## config.mk

```make
export PLATFORM = sky130hd
export DESIGN_NAME = alu_share_arbiter
export DESIGN_NICKNAME = d
export VERILOG_FILES = /design/src/rtl/alu_pkg.sv /design/src/rtl/alu_share_arbiter_rr_arb2.sv /design/src/rtl/alu_share_arbiter.sv
export SDC_FILE = /design/constraint.sdc
export NUM_CORES = 1
export LEC_CHECK = 0
export CAP_MARGIN = 20
export CORE_MARGIN = 1.5
export CORE_UTILIZATION = 45
export DETAILED_ROUTE_END_ITERATION = 10
export PLACE_DENSITY = 0.87
export SETUP_SLACK_MARGIN = 0.5
export SKIP_LAST_GASP = 1
export SLEW_MARGIN = 10
export SYNTH_ARGS = -nofsm -noshare
export SYNTH_HDL_FRONTEND = slang
export SYNTH_SLANG_ARGS = --single-unit
export TNS_END_PERCENT = 5
```

## constraint.sdc

```tcl
create_clock -name clk -period 3.34 [get_ports clk]
set_input_delay 0.501 -clock clk [delete_from_list [all_inputs] [get_ports clk]]
set_output_delay 0.501 -clock clk [all_outputs]
set_load 0.01 [all_outputs]
```

## src/rtl/alu_pkg.sv

```systemverilog
// Shared definitions for the ALU sharing arbiter: opcode encodings,
// arbiter FSM state encoding and the undefined-opcode classifier.
package alu_pkg;

    localparam logic [3:0] ALU_ADD   = 4'b0000;
    localparam logic [3:0] ALU_SUB   = 4'b0001;
    localparam logic [3:0] ALU_AND   = 4'b0010;
    localparam logic [3:0] ALU_OR    = 4'b0011;
    localparam logic [3:0] ALU_XOR   = 4'b0100;
    localparam logic [3:0] ALU_NOR   = 4'b0101;
    localparam logic [3:0] ALU_SLL   = 4'b0110;
    localparam logic [3:0] ALU_SRL   = 4'b0111;
    localparam logic [3:0] ALU_SRA   = 4'b1000;
    localparam logic [3:0] ALU_SLT   = 4'b1001;
    localparam logic [3:0] ALU_PASSA = 4'b1010;
    localparam logic [3:0] ALU_PASSB = 4'b1011;
    localparam logic [3:0] ALU_BP8   = 4'b1100;

    typedef enum logic [1:0] {
        IDLE = 2'b00,
        EXEC = 2'b01,
        RESP = 2'b10
    } arb_state_t;

    // Opcodes 1101..1111 have no ALU function assigned.
    function automatic logic is_undef_op(input logic [3:0] op);
        return (op >= 4'b1101);
    endfunction

endpackage

```

## src/rtl/alu_share_arbiter_rr_arb2.sv

```systemverilog
// Two-way grant logic with a round-robin pointer. The pointer only moves
// when the owner of the current grant completes its transaction.
module rr_arb2 #(
    parameter int FIXED_PRIO = 0
) (
    input  logic       clk,
    input  logic       reset_n,
    input  logic [1:0] i_req,
    input  logic       i_update,
    input  logic       i_served,
    output logic       o_gnt_valid,
    output logic       o_gnt_id
);

    // 0 = port 0 favoured on a tie, 1 = port 1 favoured
    logic r_ptr;

    // Pointer favours the port that was not just served.
    always_ff @(posedge clk or negedge reset_n) begin
        if (!reset_n) begin
            r_ptr <= 1'b0;
        end else if (i_update) begin
            r_ptr <= ~i_served;
        end
    end

    // Sole requester wins; ties go to the pointer (or port 0 when fixed).
    always_comb begin
        o_gnt_valid = |i_req;
        o_gnt_id    = 1'b0;
        case (i_req)
            2'b10:   o_gnt_id = 1'b1;
            2'b11:   o_gnt_id = (FIXED_PRIO != 0) ? 1'b0 : r_ptr;
            default: o_gnt_id = 1'b0;
        endcase
    end

endmodule

```

## src/rtl/alu_share_arbiter.sv

```systemverilog
// Shares one ALU between the EX-stage port (0) and the branch/address port
// (1): accept one operation, drive the ALU for one cycle, capture the result
// and hold it on the winning port's response channel until it is taken.
module alu_share_arbiter
    import alu_pkg::*;
#(
    parameter int WIDTH      = 32,
    parameter int OPW        = 4,
    parameter int FIXED_PRIO = 0
) (
    input  logic             clk,
    input  logic             reset_n,
    input  logic             req0_valid,
    output logic             req0_ready,
    input  logic [WIDTH-1:0] req0_a,
    input  logic [WIDTH-1:0] req0_b,
    input  logic [OPW-1:0]   req0_op,
    output logic             rsp0_valid,
    input  logic             rsp0_ready,
    output logic [WIDTH-1:0] rsp0_out,
    output logic             rsp0_z,
    output logic             rsp0_n,
    output logic             rsp0_err,
    input  logic             req1_valid,
    output logic             req1_ready,
    input  logic [WIDTH-1:0] req1_a,
    input  logic [WIDTH-1:0] req1_b,
    input  logic [OPW-1:0]   req1_op,
    output logic             rsp1_valid,
    input  logic             rsp1_ready,
    output logic [WIDTH-1:0] rsp1_out,
    output logic             rsp1_z,
    output logic             rsp1_n,
    output logic             rsp1_err,
    output logic [WIDTH-1:0] alu_a,
    output logic [WIDTH-1:0] alu_b,
    output logic [OPW-1:0]   alu_opcode,
    input  logic [WIDTH-1:0] alu_out,
    input  logic             alu_z,
    input  logic             alu_n,
    output logic             busy
);

    arb_state_t       r_state;
    arb_state_t       w_state_next;
    logic [WIDTH-1:0] r_a;
    logic [WIDTH-1:0] r_b;
    logic [OPW-1:0]   r_op;
    logic             r_gid;

    logic [1:0]       w_req_valid;
    logic [1:0]       w_rsp_ready;
    logic [1:0]       w_req_ready;
    logic             w_gnt_valid;
    logic             w_gnt_id;
    logic             w_accept;
    logic             w_capture;
    logic             w_release;

    logic             r_rsp_valid [2];
    logic [WIDTH-1:0] r_rsp_out   [2];
    logic             r_rsp_z     [2];
    logic             r_rsp_n     [2];
    logic             r_rsp_err   [2];

    assign w_req_valid = {req1_valid, req0_valid};
    assign w_rsp_ready = {rsp1_ready, rsp0_ready};

    rr_arb2 #(
        .FIXED_PRIO (FIXED_PRIO)
    ) u_rr_arb2 (
        .clk         (clk),
        .reset_n     (reset_n),
        .i_req       (w_req_valid),
        .i_update    (w_release),
        .i_served    (r_gid),
        .o_gnt_valid (w_gnt_valid),
        .o_gnt_id    (w_gnt_id)
    );

    // FSM state register.
    always_ff @(posedge clk or negedge reset_n) begin
        if (!reset_n) begin
            r_state <= IDLE;
        end else begin
            r_state <= w_state_next;
        end
    end

    // Next state, handshake strobes and ALU drive; ALU inputs are idle-zero.
    always_comb begin
        w_state_next = r_state;
        w_req_ready  = 2'b00;
        w_accept     = 1'b0;
        w_capture    = 1'b0;
        w_release    = 1'b0;
        alu_a        = '0;
        alu_b        = '0;
        alu_opcode   = '0;
        case (r_state)
            IDLE: begin
                if (w_gnt_valid) begin
                    w_req_ready[w_gnt_id] = 1'b1;
                    w_accept              = 1'b1;
                    w_state_next          = EXEC;
                end
            end
            EXEC: begin
                alu_a        = r_a;
                alu_b        = r_b;
                alu_opcode   = r_op;
                w_capture    = 1'b1;
                w_state_next = RESP;
            end
            RESP: begin
                if (w_rsp_ready[r_gid]) begin
                    w_release    = 1'b1;
                    w_state_next = IDLE;
                end
            end
            default: w_state_next = IDLE;
        endcase
    end

    // Latch the winning port's operands and identity on acceptance.
    always_ff @(posedge clk or negedge reset_n) begin
        if (!reset_n) begin
            r_a   <= '0;
            r_b   <= '0;
            r_op  <= '0;
            r_gid <= 1'b0;
        end else if (w_accept) begin
            r_a   <= w_gnt_id ? req1_a  : req0_a;
            r_b   <= w_gnt_id ? req1_b  : req0_b;
            r_op  <= w_gnt_id ? req1_op : req0_op;
            r_gid <= w_gnt_id;
        end
    end

    genvar gi;
    generate
        for (gi = 0; gi < 2; gi++) begin : g_rsp
            // Per-port response holding registers: load from the ALU at the
            // end of EXEC, drop valid/err when the consumer takes the result.
            always_ff @(posedge clk or negedge reset_n) begin
                if (!reset_n) begin
                    r_rsp_valid[gi] <= 1'b0;
                    r_rsp_out[gi]   <= '0;
                    r_rsp_z[gi]     <= 1'b0;
                    r_rsp_n[gi]     <= 1'b0;
                    r_rsp_err[gi]   <= 1'b0;
                end else if (w_capture && (r_gid == 1'(gi))) begin
                    r_rsp_valid[gi] <= 1'b1;
                    r_rsp_out[gi]   <= alu_out;
                    r_rsp_z[gi]     <= alu_z;
                    r_rsp_n[gi]     <= alu_n;
                    r_rsp_err[gi]   <= is_undef_op(r_op);
                end else if (w_release && (r_gid == 1'(gi))) begin
                    r_rsp_valid[gi] <= 1'b0;
                    r_rsp_err[gi]   <= 1'b0;
                end
            end
        end
    endgenerate

    assign req0_ready = w_req_ready[0];
    assign req1_ready = w_req_ready[1];
    assign rsp0_valid = r_rsp_valid[0];
    assign rsp0_out   = r_rsp_out[0];
    assign rsp0_z     = r_rsp_z[0];
    assign rsp0_n     = r_rsp_n[0];
    assign rsp0_err   = r_rsp_err[0];
    assign rsp1_valid = r_rsp_valid[1];
    assign rsp1_out   = r_rsp_out[1];
    assign rsp1_z     = r_rsp_z[1];
    assign rsp1_n     = r_rsp_n[1];
    assign rsp1_err   = r_rsp_err[1];
    assign busy       = (r_state != IDLE);

endmodule
```

== Word-level counts from Yosys, hierarchy flattened ==
Index checks and enable logic that the tools add are counted.
Word-level totals
  output and inout port bits: 143
  register bits: 144
  RAM bits: 0
  logic and storage cells: 65
  bits in latches: 0
  memory bits (read-only): 0
  input bits: 176
  memories kept: 0
Operators by class
  equal/unequal tests: 6
  order comparisons: 4
  add/subtract/negate cells: 0
  muxes and demuxes: 27
  div/mod/pow operators: 0
  reductions and logical operators: 11
  bitwise gates (word level): 1
  multiply operators: 0
  shift-type cells: 0
Operators with widths (number)
  $mux W32: 4
  $mux W1: 14
  $mux W2: 4
  $mux W4: 2
  $eq A2 B2 Y1 const B: 3
  $pmux W2 S3: 1
  $reduce_bool A2 Y1: 3
  $logic_and A1 B1 Y1: 5
  $ge A4 B4 Y1 const B: 1
  $lt A1 B2 Y1 const B: 2
  $eq A2 B1 Y1 const B: 1
  $logic_not A2 Y1: 1
  $ne A2 B1 Y1 const B: 1
  $ne A2 B2 Y1 const B: 1
  $pmux W1 S2: 1
  $reduce_and A2 Y1: 1
  $reduce_or A2 Y1: 1
  $demux W1 S1: 1
  $ge A1 B1 Y1 const B: 1
  $not A1 Y1: 1

== Depth between registers and ports, before layout ==
  depth after elaboration: 8
  mapped depth: 7
  gate-level depth less buffers: 4

== Hierarchy ==
From an unflattened synthesis, not the netlist that was laid out.
Second synthesis, totals
  cells, all modules: 559
  area, all modules: 6552.5 µm²
By module, submodules not included
  alu_share_arbiter: area an instance 6500.0 µm², seq. area each 3578.4 µm², times used 1, cells each 554
  rr_arb2: area an instance 52.6 µm², seq. area each 25.0 µm², times used 1, cells each 5

== Worst setup path before layout ==
OpenSTA, ideal clock, no wires.
  kind: input to output
  start: input port req1_valid
  end: output port req0_ready
  buffers on the path: 2
  path slack: 1.473 ns
  data arrival time: 1.366 ns
  cell stages on the path: 4
  required time: 2.839 ns
  path through: buf_2 > nor2_1 > a211oi_4 > buf_6
Between the ends
  word-level cells in the longest chain between the ends: 8
  elaborated cells on any way between the ends: 11
  those cells by class: order compare: 2; eq/ne: 2; mux: 5; reduce/logical: 2
Ends and longest elaborated chain
  from (decl): RTL line alu_share_arbiter.sv:24  | input logic req1_valid,
  $eq A2 B2 Y1: RTL line alu_share_arbiter_rr_arb2.sv:31  | case (i_req)
  $pmux W1 S2: RTL line alu_share_arbiter_rr_arb2.sv:31
  $lt A1 B2 Y1 (not written as such) / $ge A1 B1 Y1 (equally long branches): RTL line alu_share_arbiter.sv:103  | w_req_ready[w_gnt_id] = 1'b1;
  $logic_and A1 B1 Y1 (not written as such): RTL line alu_share_arbiter.sv:103
  $mux W1 (not written as such): RTL line alu_share_arbiter.sv:103
  $demux W1 S1: RTL line alu_share_arbiter.sv:103
  $mux W2 *: RTL line alu_share_arbiter.sv:102  | if (w_gnt_valid) begin
  $mux W2 *: RTL line alu_share_arbiter.sv:100  | case (r_state)
  to (decl): RTL line alu_share_arbiter.sv:14  | output logic req0_ready,
Mark *: on every way between the ends. The rest lies on a longest branch, timed or not.

== Worst setup path after layout ==
  start: input port req0_valid
  end: output port req0_ready
Between the ends
  word-level cells in the longest chain between the ends: 8
  elaborated cells on any way between the ends: 11
  those cells by class: order compare: 2; eq/ne: 2; mux: 5; reduce/logical: 2
Ends and longest elaborated chain
  from (decl): RTL line alu_share_arbiter.sv:13  | input logic req0_valid,
  $eq A2 B2 Y1: RTL line alu_share_arbiter_rr_arb2.sv:31
  $pmux W1 S2: RTL line alu_share_arbiter_rr_arb2.sv:31
  $lt A1 B2 Y1 (not written as such) / $ge A1 B1 Y1 (equally long branches): RTL line alu_share_arbiter.sv:103
  $logic_and A1 B1 Y1 (not written as such): RTL line alu_share_arbiter.sv:103
  $mux W1 (not written as such): RTL line alu_share_arbiter.sv:103
  $demux W1 S1: RTL line alu_share_arbiter.sv:103
  $mux W2 *: RTL line alu_share_arbiter.sv:102
  $mux W2 *: RTL line alu_share_arbiter.sv:100
Marks and branches as above.

==> impl_results.md <==
* Run status: complete, no violations
* Vias in the first global route at 6,181
* Largest net degree at the start of global routing at 84
* Clk_lat worst skew at 0.42 ns
* PortBufs at 318
* Post-DP HPWL at 14,800 um
* CP Max Fanout at 33
* Synth Cell Area at 6680 sq um
* Min Hold Slack at 0.128 ns
* Crit path required time at 2.84 ns
* Placed Area at 9930 sq um
* Global placer's final weighted congestion at 0.785
* CTS tree: done
* Crit path launch type: input port
* Post-Syn Instances at 577
* Starting Density at 46.0%
* Share of post-route cells with drive strength above 1 at 13.5%
* Num rows at 44
* Setup CP Type: in -> out
* Clock buffer depth at 2
* RR Endpoint: r_a[28]
* Data arrival time at the worst-slack endpoint at 2.28 ns
* Total number of vias at 6,024
* Setup TNS at 0 ns
* Initial DRC count at 293
* WL per Instance at 20.6 um
* Final ANT Viol Nets at 0
* Ys Warns at 0
* Slew Viols, Final at 0
* Crit Reg-Reg Startpoint: u_rr_arb2.r_ptr
* Fmax at 360 MHz
* Post-synthesis cell type count at 34
* I/O pin count at 319
* Die H at 125 um
* Max cap viols at 0
* # DRC at 0
* Area grow syn2layout at 57.5%
* Core Util, Final at 72.4%
* Critical Path Sink Type: output pin
* Grt ovf at 0
* Clk pwr share at 18.7%
* Die area at 15,600 sq um
* Number of CTS-inserted buffers at 17
* Flop pwr share at 33.1%
* Final Power at 9.70 mW
* Sw Ratio at 35.3%
* Final-report setup violation count at 0
* # hold bufs at CTS at 0
* #FFs+latches synth at 144
* H-tree levels at 4
* RSZ-0062 raised after global routing: false
* Via-per-instance ratio at 5.63
* Die width at 125 um
* Nets at 1,046
* Synth Area per Inst at 11.6 sq um
* Core area at 14,500 sq um
* Switching power total at 3.42 mW
* P_int at 6.27 mW
* Hold WC Path Type: in -> async
* PwrDens at 921 nW/um^2
* Min cycle time layout at 2.78 ns
* Sequential fraction of the synthesis area at 53.9%
* Final worst path period share at 83.2%
* Worst reg2reg path depth at 4
* Max rail drop VDD at 0.000517 V
* Leakage at 4.23 nW
* 1st-pass router iterations at 5
* Initial antenna violation count at 3
* First-pass GRT wire length at 34,500 um
* Clk root buf: clkbuf_16
* Setup Fix Bufs, Post-CTS at 0
* GRT Overall Usage at 28.3%
* Non-Filler Cell Area, Final at 10,500 sq um
* Combinational share of power at 48.2%
* CTS sink count at 144
* Clk_skew at 0.0105 ns
* Final Hold Vio Count at 0
* Worst-Margin Slew at 0.772 ns
* Slew Limit Headroom at 48.5%
* Total Wirelength at 22,100 um
* Syn nets at 753
* Worst-path clk slew at 0.06 ns
* R2r setup slk at 1.45 ns
worst max-delay path, cell delays in order:
cell and delay, ns:
clkdlybuf4s50_1 0.57, nand2b_4 0.26, a211oi_4 0.34, clkdlybuf4s50_1 0.60
logic make-up (layout without fill, tap and decap cells):
| logic type | Yosys count | after routing | synth area share, % |
|---|---|---|---|
| AO/OA/AOI/OAI | 179 | 179 | 18.4 |
| flip-flops | 144 | 144 | 53.9 |
| AND/OR/NAND/NOR | 126 | 126 | 11.3 |
| multiplexers | 69 | 69 | 11.6 |
| buffers and inverters | 59 | 365 | 4.70 |
| other | 0 | 3 | 0 |
worst max-delay path by stage:
stage | startpoint | end
finish | req0_valid | req0_ready
global placement | req0_valid | req0_ready
global route | r_state[0] | alu_a[27]
floorplan | req1_valid | req0_ready
detailed placement | req0_valid | req0_ready
CTS | r_state[1] | alu_b[31]
placed cells by master, fill, tap and decap left out, drive strengths merged, types with 2 or more instances in the layout:
master         instances
clkdlybuf4s50        317
dfrtp                144
and2                  68
mux2                  68
a21boi                36
a221o                 36
a21oi                 36
nand3                 34
o21ai                 34
a31oi                 33
clkbuf                19
buf                   12
inv                   12
nor2                  11
diode                  3
clkinvlp               3
nand2b                 3
nand2                  3
nand3b                 2
nor2b                  2
a211oi                 2
clkinv                 2
layer usage:
layer	part of all wire, %	vias to the layer above	track usage (%)
met3	8.4	53	8.20
met1	39	2946	34.1
li1	-	2692	-
met5	0	-	0
met2	49	333	47.0
met4	3.5	0	12.8
stage by stage:
step           instances  setup slack, ns
2_1_floorplan        577             1.47
3_3_place_gp        1034            0.593
3_5_place_dp        1034            0.566
4_1_cts             1066            0.525
5_1_grt             1070            0.504
6_report            1070            0.561
registers in the layout (all words and copies together) (netlist names):
register         cells
rsp0_out            32
rsp0_err             1
r_state              2
rsp1_valid           1
r_a                 32
u_rr_arb2.r_ptr      1
rsp0_valid           1
rsp1_out            32
rsp0_z               1
rsp1_z               1
r_b                 32
rsp1_n               1
rsp0_n               1
r_op                 4
rsp1_err             1
r_gid                1
synthesized netlist by cell type:
cell	count	area share, %
a21boi_0	36	4.0
a211oi_4	1	0.30
nand3b_1	2	0.22
nor2_8	1	0.30
buf_6	8	1.3
clkbuf_1	30	1.7
nand2b_4	1	0.21
buf_2	13	0.97
mux2i_1	1	0.15
and2_1	68	6.4
a31oi_1	33	3.1
nor3_2	1	0.15
a21oi_1	36	2.7
o21ai_0	34	2.5
inv_1	2	0.11
buf_4	4	0.45
o211ai_1	1	0.11
or2_1	1	0.094
nand2b_1	2	0.19
nor2b_1	2	0.19
nor2_1	9	0.51
nand3_1	34	2.5
mux2_2	62	10
nand2_1	2	0.11
a311oi_1	1	0.13
a211oi_1	1	0.11
nand2_4	1	0.17
nor2_4	1	0.17
dfrtp_1	144	54
inv_2	1	0.056
clkbuf_2	1	0.075
a221o_1	36	5.4
mux2_1	6	1.0
and2b_1	1	0.11
cell type report:
class,count,area (sq um)
flip-flops and latches,144,3610
diodes,3,7.51
repair buffers,330,3330
multi-input cells,374,2780
well taps,184,230
clock inverters,14,123
inverters,3,11.3
fillers,1037,4010
clock buffers,18,439
power by group through the flow:
| stage | registers [mW] | clock network (mW) | logic (mW) |
|---|---|---|---|
| 2_1_floorplan | 3.21 | 0 | 2.30 |
| 3_3_place_gp | 3.16 | 0 | 4.51 |
| 3_5_place_dp | 3.19 | 0 | 4.63 |
| 4_1_cts | 3.20 | 1.84 | 4.66 |
| 5_1_grt | 3.32 | 1.91 | 5.02 |
| 6_report | 3.21 | 1.82 | 4.67 |
timing repair:
action | in CTS | in global routing
cloned | 0 | 1
hold endpoints to repair | 0 | 0
setup endpoints to repair | 65 | 63
resized for setup | 1 | 1
Power figures use the tool's default switching activity.
